### config.mk
export PLATFORM = sky130hd
export DESIGN_NAME = tlc_seq_ctrl
export DESIGN_NICKNAME = d
export VERILOG_FILES = /design/src/rtl/tlc_seq_pkg.sv /design/src/rtl/tlc_seq_timer.sv /design/src/rtl/tlc_seq_ctrl.sv
export SDC_FILE = /design/constraint.sdc
export NUM_CORES = 1
export LEC_CHECK = 0
export ABC_AREA = 1
export BUFFER_PORTS_ARGS = -buffer_cell sky130_fd_sc_hd__clkbuf_2
export CAP_MARGIN = 20
export CORE_ASPECT_RATIO = 1.25
export CORE_MARGIN = 3
export CORE_UTILIZATION = 54
export DETAILED_ROUTE_END_ITERATION = 16
export GPL_ROUTABILITY_DRIVEN = 0
export GPL_TIMING_DRIVEN = 0
export HOLD_SLACK_MARGIN = 0.06
export PLACE_DENSITY = 0.77
export SYNTH_ARGS = -nofsm -noshare
export SYNTH_HDL_FRONTEND = slang
export SYNTH_SLANG_ARGS = --single-unit
### constraint.sdc
create_clock -name CK -period 1.79 [get_ports CK]
set_clock_uncertainty 0.15 [all_clocks]
set_input_delay 0.0895 -clock CK [delete_from_list [all_inputs] [get_ports CK]]
set_output_delay 0.0895 -clock CK [all_outputs]
set_load 0.03 [all_outputs]
### src/rtl/tlc_seq_pkg.sv
// Shared state encoding and sizing helpers for the tlc_seq sequencing controller.
package tlc_seq_pkg;

   localparam logic [1:0] STATE_IDLE_ENC  = 2'd0;
   localparam logic [1:0] STATE_RUN_ENC   = 2'd1;
   localparam logic [1:0] STATE_CLEAR_ENC = 2'd2;

   localparam int unsigned EXT_CNT_W = 4;

   typedef enum logic [1:0] {
      ST_IDLE  = STATE_IDLE_ENC,
      ST_RUN   = STATE_RUN_ENC,
      ST_CLEAR = STATE_CLEAR_ENC
   } tlc_state_e;

   // Phase index width: max(1, clog2(n)).
   function automatic int unsigned ph_width(input int unsigned n);
      return (n > 2) ? $clog2(n) : 1;
   endfunction

endpackage

### src/rtl/tlc_seq_timer.sv
// Loadable down-counter that saturates at zero, with hold and a registered zero flag.
module tlc_seq_timer
   import tlc_seq_pkg::*;
#(
   parameter int unsigned CNT_W = 8
) (
   input  logic             CK,
   input  logic             RN,
   input  logic             load_i,
   input  logic             hold_i,
   input  logic [CNT_W-1:0] load_val_i,
   output logic [CNT_W-1:0] cnt_o,
   output logic             zero_o
);

   logic [CNT_W-1:0] cnt_q, cnt_d;
   logic             zero_q;

   // Load wins over hold so a clear can always reset the count.
   always_comb begin
      cnt_d = cnt_q;
      if (load_i) begin
         cnt_d = load_val_i;
      end else if (!hold_i && (cnt_q != '0)) begin
         cnt_d = cnt_q - CNT_W'(1);
      end
   end

   always_ff @(posedge CK or negedge RN) begin
      if (!RN) begin
         cnt_q  <= '0;
         zero_q <= 1'b1;
      end else begin
         cnt_q  <= cnt_d;
         zero_q <= (cnt_d == '0);
      end
   end

   assign cnt_o  = cnt_q;
   assign zero_o = zero_q;

endmodule

### src/rtl/tlc_seq_ctrl.sv
// Multi-phase sequencing controller with clearance gaps.
// Define TLC_SEQ_EXTEND_EN to let req_i extend phase 0 up to MAX_EXT times.
module tlc_seq_ctrl
   import tlc_seq_pkg::*;
#(
   parameter int unsigned NUM_PH  = 4,
   parameter int unsigned CNT_W   = 8,
   parameter int unsigned PH_LEN  = 16,
   parameter int unsigned GAP_LEN = 2,
   parameter int unsigned EXT_LEN = 8,
   parameter int unsigned MAX_EXT = 2,
   localparam int unsigned PH_W   = ph_width(NUM_PH)
) (
   input  logic              CK,
   input  logic              RN,
   input  logic              clr_i,
   input  logic              req_i,
   input  logic              hold_i,
   output logic [PH_W-1:0]   phase_o,
   output logic [NUM_PH-1:0] lamp_o,
   output logic [CNT_W-1:0]  timer_o,
   output logic [1:0]        state_o,
   output logic              done_o,
   output logic              wrap_o,
   output logic              ext_o
);

   localparam logic [CNT_W-1:0] PH_LD  = CNT_W'(PH_LEN - 1);
   localparam logic [CNT_W-1:0] GAP_LD = CNT_W'((GAP_LEN > 0) ? (GAP_LEN - 1) : 0);
`ifdef TLC_SEQ_EXTEND_EN
   localparam logic [CNT_W-1:0] EXT_LD = CNT_W'(EXT_LEN - 1);
`endif

   tlc_state_e        state_q, state_d;
   logic [PH_W-1:0]   phase_q, phase_d;
   logic [NUM_PH-1:0] lamp_q, lamp_d;
   logic              done_q, done_d;
   logic              wrap_q, wrap_d;
   logic              adv_c;
   logic              tmr_load_c;
   logic [CNT_W-1:0]  tmr_val_c;
   logic [CNT_W-1:0]  tmr_cnt;
   logic              tmr_zero;

`ifdef TLC_SEQ_EXTEND_EN
   logic [EXT_CNT_W-1:0] ext_cnt_q, ext_cnt_d;
   logic                 ext_q, ext_d;
   logic                 ext_take_c;

   assign ext_take_c = (phase_q == '0) && req_i && (ext_cnt_q < EXT_CNT_W'(MAX_EXT));
`endif

   tlc_seq_timer #(.CNT_W(CNT_W)) u_timer (
      .CK         (CK),
      .RN         (RN),
      .load_i     (tmr_load_c),
      .hold_i     (hold_i),
      .load_val_i (tmr_val_c),
      .cnt_o      (tmr_cnt),
      .zero_o     (tmr_zero)
   );

   always_comb begin
      state_d    = state_q;
      phase_d    = phase_q;
      done_d     = 1'b0;
      wrap_d     = 1'b0;
      adv_c      = 1'b0;
      tmr_load_c = 1'b0;
      tmr_val_c  = '0;
`ifdef TLC_SEQ_EXTEND_EN
      ext_cnt_d  = ext_cnt_q;
      ext_d      = ext_q;
`endif
      if (clr_i) begin
         state_d    = ST_IDLE;
         phase_d    = '0;
         tmr_load_c = 1'b1;
`ifdef TLC_SEQ_EXTEND_EN
         ext_cnt_d  = '0;
         ext_d      = 1'b0;
`endif
      end else if (!hold_i) begin
         case (state_q)
            ST_IDLE: begin
               if (req_i) begin
                  state_d    = ST_RUN;
                  phase_d    = '0;
                  tmr_load_c = 1'b1;
                  tmr_val_c  = PH_LD;
               end
            end
            ST_RUN: begin
               if (tmr_zero) begin
`ifdef TLC_SEQ_EXTEND_EN
                  if (ext_take_c) begin
                     tmr_load_c = 1'b1;
                     tmr_val_c  = EXT_LD;
                     ext_cnt_d  = ext_cnt_q + EXT_CNT_W'(1);
                     ext_d      = 1'b1;
                  end else
`endif
                  begin
                     done_d = 1'b1;
                     if (GAP_LEN > 0) begin
                        state_d    = ST_CLEAR;
                        tmr_load_c = 1'b1;
                        tmr_val_c  = GAP_LD;
                     end else begin
                        adv_c = 1'b1;
                     end
                  end
               end
            end
            ST_CLEAR: begin
               if (tmr_zero) adv_c = 1'b1;
            end
            default: begin
               state_d    = ST_IDLE;
               phase_d    = '0;
               tmr_load_c = 1'b1;
`ifdef TLC_SEQ_EXTEND_EN
               ext_cnt_d  = '0;
               ext_d      = 1'b0;
`endif
            end
         endcase
         // Phase advance shared by the gap-less RUN path and the end of CLEAR.
         if (adv_c) begin
            state_d    = ST_RUN;
            wrap_d     = (phase_q == PH_W'(NUM_PH - 1));
            phase_d    = wrap_d ? '0 : (phase_q + PH_W'(1));
            tmr_load_c = 1'b1;
            tmr_val_c  = PH_LD;
`ifdef TLC_SEQ_EXTEND_EN
            ext_cnt_d  = '0;
            ext_d      = 1'b0;
`endif
         end
      end
      lamp_d = (state_d == ST_RUN) ? (NUM_PH'(1) << phase_d) : '0;
   end

   always_ff @(posedge CK or negedge RN) begin
      if (!RN) begin
         state_q <= ST_IDLE;
         phase_q <= '0;
         lamp_q  <= '0;
         done_q  <= 1'b0;
         wrap_q  <= 1'b0;
      end else begin
         state_q <= state_d;
         phase_q <= phase_d;
         lamp_q  <= lamp_d;
         done_q  <= done_d;
         wrap_q  <= wrap_d;
      end
   end

`ifdef TLC_SEQ_EXTEND_EN
   always_ff @(posedge CK or negedge RN) begin
      if (!RN) begin
         ext_cnt_q <= '0;
         ext_q     <= 1'b0;
      end else begin
         ext_cnt_q <= ext_cnt_d;
         ext_q     <= ext_d;
      end
   end

   assign ext_o = ext_q;
`else
   assign ext_o = 1'b0;
`endif

   assign phase_o = phase_q;
   assign lamp_o  = lamp_q;
   assign timer_o = tmr_cnt;
   assign state_o = state_q;
   assign done_o  = done_q;
   assign wrap_o  = wrap_q;

endmodule
After elaboration in Yosys (flattened, before gate mapping). Index checks and enable logic that the tools add are counted.

Register bits after elaboration: 19. Bits of input ports: 5. Output and inout port bits: 19. Logic and storage cells: 56.

Add/subtract/negate cells: 2. Equal/unequal tests: 4. Shifts and indexed selects: 1. Mux-type cells: 36. Reduce and logical (&&, ||, !) cells: 6.

Operators with widths (count): 8-bit 2-to-1 mux (5); 2-bit 2-to-1 mux (10); 1-bit 2-to-1 mux (15); 8-bit zero test (1); 4-bit 2-to-1 mux (2); 4-bit case mux with 2 select lines (1); 8-bit nonzero test (1); 8-bit by 1-bit subtractor with 8-bit output (second input constant) (1); 2-bit case mux with 3 select lines (1); 2-bit by 1-bit equality test with 1-bit output (second input constant) (2); 2-bit equality test (second input constant) (2); 2-bit case mux with 2 select lines (1); 1-bit by 2-bit << shifter with 4-bit output (first input constant) (1); 1-bit case mux with 3 select lines (1); 2-bit by 1-bit adder with 2-bit output (second input constant) (1); 2-bit zero test (1); 2-bit OR reduction (1); 1-bit logical AND (1); 1-bit zero test (1).

Longest topological paths before layout.
Word-level depth: 9. Mapped depth: 13. Depth with buffers taken out: 13.

By module. Synthesis repeated with hierarchy kept, for this count alone.

Cell total of the unflattened synthesis: 193. Area, all modules: 1390.1 µm².

By module, submodules not included: tlc_seq_timer (instances 1, cells each 109, area each 740.7 µm², seq. area each 226.5 µm²); tlc_seq_ctrl (instances 1, cells each 84, area each 649.4 µm², seq. area each 250.2 µm²).

Worst setup path before layout. Ideal clock, no wire load.

Kind: reg-to-reg. Start: register state_q[0], in the netlist state_o[0]. End: register u_timer.zero_q, in the netlist u_timer.zero_o. Library setup time: 0.074 ns. Data arrival time: 1.651 ns. Data required time: 1.566 ns. Setup slack: -0.085 ns. Stages on the path, launching flop included: 12. Path buffers: 0. Period minus slack after synthesis: 1.875 ns. Path through: dfrtp_1 inv_1 ha_1 nand2_2 nand2_2 nor2_1 nor2_1 nor2_4 inv_1 o21bai_1 nand3_1 nor2_2.

Cells in the longest elaborated chain, start to end: 9. Elaborated cells between the ends (all ways): 16. Those cells by class: 2 x eq/ne; 12 x mux; 2 x reduce/logical.

Ends and longest elaborated chain: start, declared (RTL line tlc_seq_ctrl.sv:34) `tlc_state_e state_q, state_d;`; start signal, assigned (RTL line tlc_seq_ctrl.sv:152) `state_q <= state_d;`; 2-bit equality test (RTL line tlc_seq_ctrl.sv:84) `case (state_q)`; 1-bit 2-to-1 mux; 1-bit 2-to-1 mux (RTL line tlc_seq_ctrl.sv:83) `end else if (!hold_i) begin`; 1-bit 2-to-1 mux (RTL line tlc_seq_ctrl.sv:75) `if (clr_i) begin`; 8-bit 2-to-1 mux / 1-bit 2-to-1 mux (equally long branches) (RTL line tlc_seq_ctrl.sv:129) `if (adv_c) begin`; 8-bit 2-to-1 mux / 1-bit 2-to-1 mux (equally long branches) (RTL line tlc_seq_ctrl.sv:83); 8-bit 2-to-1 mux / 1-bit 2-to-1 mux (equally long branches) (RTL line tlc_seq_ctrl.sv:75); 8-bit 2-to-1 mux (*) (RTL line tlc_seq_timer.sv:22) `if (load_i) begin`; 8-bit zero test (*) (RTL line tlc_seq_timer.sv:35) `zero_q <= (cnt_d == '0);`; end signal, assigned (RTL line tlc_seq_timer.sv:35); end, declared (RTL line tlc_seq_timer.sv:17) `logic zero_q;`.

Mark *: on every way between the ends. The rest lies on a longest branch, timed or not. The select of a mux whose other input is x is not followed.

Final worst setup path.
Start: register state_q[0], in the netlist state_o[0]. End: register lamp_q[1], in the netlist lamp_o[1].

Cells in the longest elaborated chain, start to end: 9. Elaborated cells between the ends (all ways): 20. Those cells by class: 3 x eq/ne; 1 x shift; 14 x mux; 2 x reduce/logical.

Ends and longest elaborated chain: 2-bit equality test (RTL line tlc_seq_ctrl.sv:84); 1-bit 2-to-1 mux; 1-bit 2-to-1 mux (RTL line tlc_seq_ctrl.sv:83); 1-bit 2-to-1 mux (RTL line tlc_seq_ctrl.sv:75); 2-bit 2-to-1 mux (RTL line tlc_seq_ctrl.sv:129); 2-bit 2-to-1 mux (RTL line tlc_seq_ctrl.sv:83); 2-bit 2-to-1 mux (RTL line tlc_seq_ctrl.sv:75); 2-bit by 1-bit equality test with 1-bit output / 1-bit by 2-bit << shifter with 4-bit output (equally long branches) (RTL line tlc_seq_ctrl.sv:141) `lamp_d = (state_d == ST_RUN) ? (NUM_PH'(1) << phase_d) : '0;`; 4-bit 2-to-1 mux (*) (RTL line tlc_seq_ctrl.sv:141); named net lamp_d[1] (RTL line tlc_seq_ctrl.sv:36) `logic [NUM_PH-1:0] lamp_q, lamp_d;`; end signal, assigned (RTL line tlc_seq_ctrl.sv:154) `lamp_q <= lamp_d;`; end, declared (RTL line tlc_seq_ctrl.sv:36).

Mark *: on every way through the listed nets, which the timed path passes. The rest lies on a longest branch. The select of a mux whose other input is x is not followed.

==> impl_metrics.tcl <==
set metrics [dict create \
    grt.overflow.total 0 \
    worstPathCellList "inv_4 > ha_4 > nand2_2 > buf_4 > inv_2 > nand3_2 > a21oi_2 > o21ai_4 > nor3_2" \
    p_per_area_nw_per_um2 1090 \
    grt_usage_pct 19.5 \
    port_buffers 21 \
    ant_nets 0 \
    maxCapViolations 0 \
    routed_wl_um 3060 \
    synth_top_area_share_pct 36.2 \
    ys_top_cells_by_area "dfrtp_1, nand2_1, inv_1" \
    fillers 130 \
    die_w_um 48.9 \
    path_clk_slew_ns 0.11 \
    drcViolationCount 0 \
    synth_area_leader_cell "dfrtp_1" \
    final_cells 241 \
    post-place-ws_ns -0.0774 \
    min_from "req_i" \
    yosysWarningCount 0 \
    setup_tns_ns -0.00521 \
    drt_iter0_markers 32 \
    cpPeakStageDelay_ns 0.47 \
    hp-class "in2reg" \
    final.setup.worst_slack_ns -0.00521 \
    setup_viol 1 \
    grt_pass1_wl_um 4280 \
    die_y_um 59.7 \
    r2r-start "state_o[0]" \
    violations "negative setup slack" \
    synth_seq_cells 19 \
    ir_worst_vdd_mv 0.785 \
    hold_viol 0 \
    hold_path_end "u_timer.cnt_o[1]" \
    cts_buffers 3 \
    ys_seq_area_share_pct 38.3 \
    die_area_um2 2920 \
    dp_hpwl_um 2000 \
    num_antenna_cells 0 \
    run_status "complete, but fails checks" \
    critPathTopFamily "flip-flops" \
    postPlaceCellArea_um2 1390 \
    synth_cells 172 \
    grt_max_degree 20 \
    cp.required_ns 1.88 \
    clock_sinks 19 \
    max_freq_ghz 0.557 \
    finalPower_mw 1.86 \
    syn_to_final_growth_pct 37.0 \
    via_per_inst 5.06 \
    crit_type "reg2reg" \
    cts_root_buffer "clkbuf_4" \
    syn_nets 184 \
    grt_pass1_vias 1070 \
    antenna_found_initial 0 \
    rr_worst_depth 9 \
    finalNetCount 224 \
    insertion_delay_ns 0.31 \
    yosysUniqueCellTypes 24 \
    start_kind "register" \
    fin_util_pct 82.3 \
    drt-wirelength-per-cell_um 12.7 \
    drive_gt1_share_pct 47.9 \
    vias 1219 \
    critPathMaxFanout 4 \
    syn_avg_cell_area_um2 7.24 \
    cts_tree "yes" \
    clock_path_buffers 2 \
    htree_num_levels 1 \
    maxSlewViolCount 0 \
    worst-path-buf-inv 3 \
    grt_setup_unrepaired "yes" \
    r2r-end "lamp_o[1]" \
    crit_path_top_delay_cell "dfrtp_2" \
    place_inst 223 \
    io_pins 24 \
    hold_depth 5 \
    worstPathArrival_ns 1.88 \
    hold_ws_ns 0.0708 \
    rows 18 \
    post-route-min-period_ns 1.80 \
    cellLeakagePower_nw 0.952 \
    ff2ff_setup_slack_ns -0.005 \
    start_util_pct 60.1 \
    first_pass_iters 4 \
    design_area_um2 1710 \
    coreArea_um2 2070 \
    netlist_area_um2 1240 \
    post-route-period-util_pct 100 \
    end_kind "register" \
]
[cell usage after synthesis]
cell type and n:
buf_6 1, o21bai_1 1, nor2_2 6, inv_4 1, buf_4 1, nand2_1 53, nor3_1 3, nor2_4 3
dfstp_2 1, dfrtp_1 18, nand3b_1 1, inv_2 3, nand4_1 1, ha_1 7, nand2_4 2, nand3_1 15
nand2_2 5, conb_1 1, inv_1 24, xor2_1 1, o21ai_0 8, nor2_1 11, o21ai_1 2, a21oi_1 3
[worst max path at each step]
stage	startpoint	end	depth (start not counted)
floorplan	state_o[0]	u_timer.zero_o	11
detailed placement	state_o[0]	lamp_o[2]	10
CTS	u_timer.cnt_o[0]	u_timer.zero_o	10
global placement	state_o[0]	u_timer.zero_o	11
finish	state_o[0]	lamp_o[1]	9
global route	state_o[0]	lamp_o[1]	9
[power breakdown]
part           switching (mW)  internal [mW]
logic                   0.655          0.391
clock network           0.145         0.0836
registers              0.0874          0.499
[cell families (layout without fill, tap and decap cells)]
| logic type | Yosys count | after routing | synth area share, % |
|---|---|---|---|
| AOI/OAI and AO/OA | 14 | 14 | 5.83 |
| other | 1 | 1 | 0.301 |
| adders and majority gates | 7 | 7 | 7.03 |
| DFF | 19 | 19 | 38.3 |
| xor gates and xnor gates | 1 | 1 | 0.704 |
| and+or+nand+nor | 100 | 100 | 37.7 |
| buffers and inverters | 30 | 69 | 10.2 |
[sequential cells by signal (all words and copies together) (netlist names)]
signal / flops
u_timer.cnt_o: 8
lamp_o: 4
phase_o: 2
state_o: 2
done_o: 1
u_timer.zero_o: 1
wrap_o: 1
[cells in the final DEF (no fill, tap or decap), types with 2 or more instances in the layout]
cell and count:
nand2_4 3, dfrtp_1 15, nor2_1 9, dfrtp_2 3, inv_4 4, clkbuf_4 3
o21ai_1 2, inv_2 7, ha_4 4, buf_4 12, ha_1 2, nor3_2 2
a21oi_1 2, nand3_1 9, nor2_4 3, o21ai_0 5, nand2_2 16, clkbuf_2 21
nand2_1 41, dlygate4sd3_1 3, nand3_2 6, nor2_2 8, inv_1 17, o21ai_2 2
[metal layers]
layer	GRT usage, %	up-vias	part of all wire, %
met5	0	-	0
met4	11.8	0	2.5
met3	2.00	10	3.6
met2	40.0	32	57
met1	18.6	571	37
li1	-	606	-
[worst register-to-register path: cells and delay by family, from the launching register on]
family | cells | cell delay [ns]
buffers and inverters | 3 | 0.32
AOI/OAI and AO/OA | 2 | 0.28
and+or+nand+nor | 3 | 0.34
DFF | 1 | 0.47
adders and majority gates | 1 | 0.15
[repair_timing]
action                                  in CTS  in global routing
endpoints found under the setup margin       3                  6
setup buffers                                2                  9
hold buffers                                 3                  0
resized for setup                           10                 41
pin swaps                                    6                 16
endpoints found under the hold margin       36                  0
[layout make-up]
type                       instances  area (um2)  area share [%]
sequential                        19         480            28.2
multi-input combinational        123         808            47.4
timing repair buffer              35         218            12.8
buffer                             2        18.8            1.10
clock buffer                       3        22.5            1.32
tap                               30        37.5            2.20
clock inverter                     1        5.00           0.293
inverter                          28         115            6.75
Note: power is estimated with default switching activity, not from simulation.
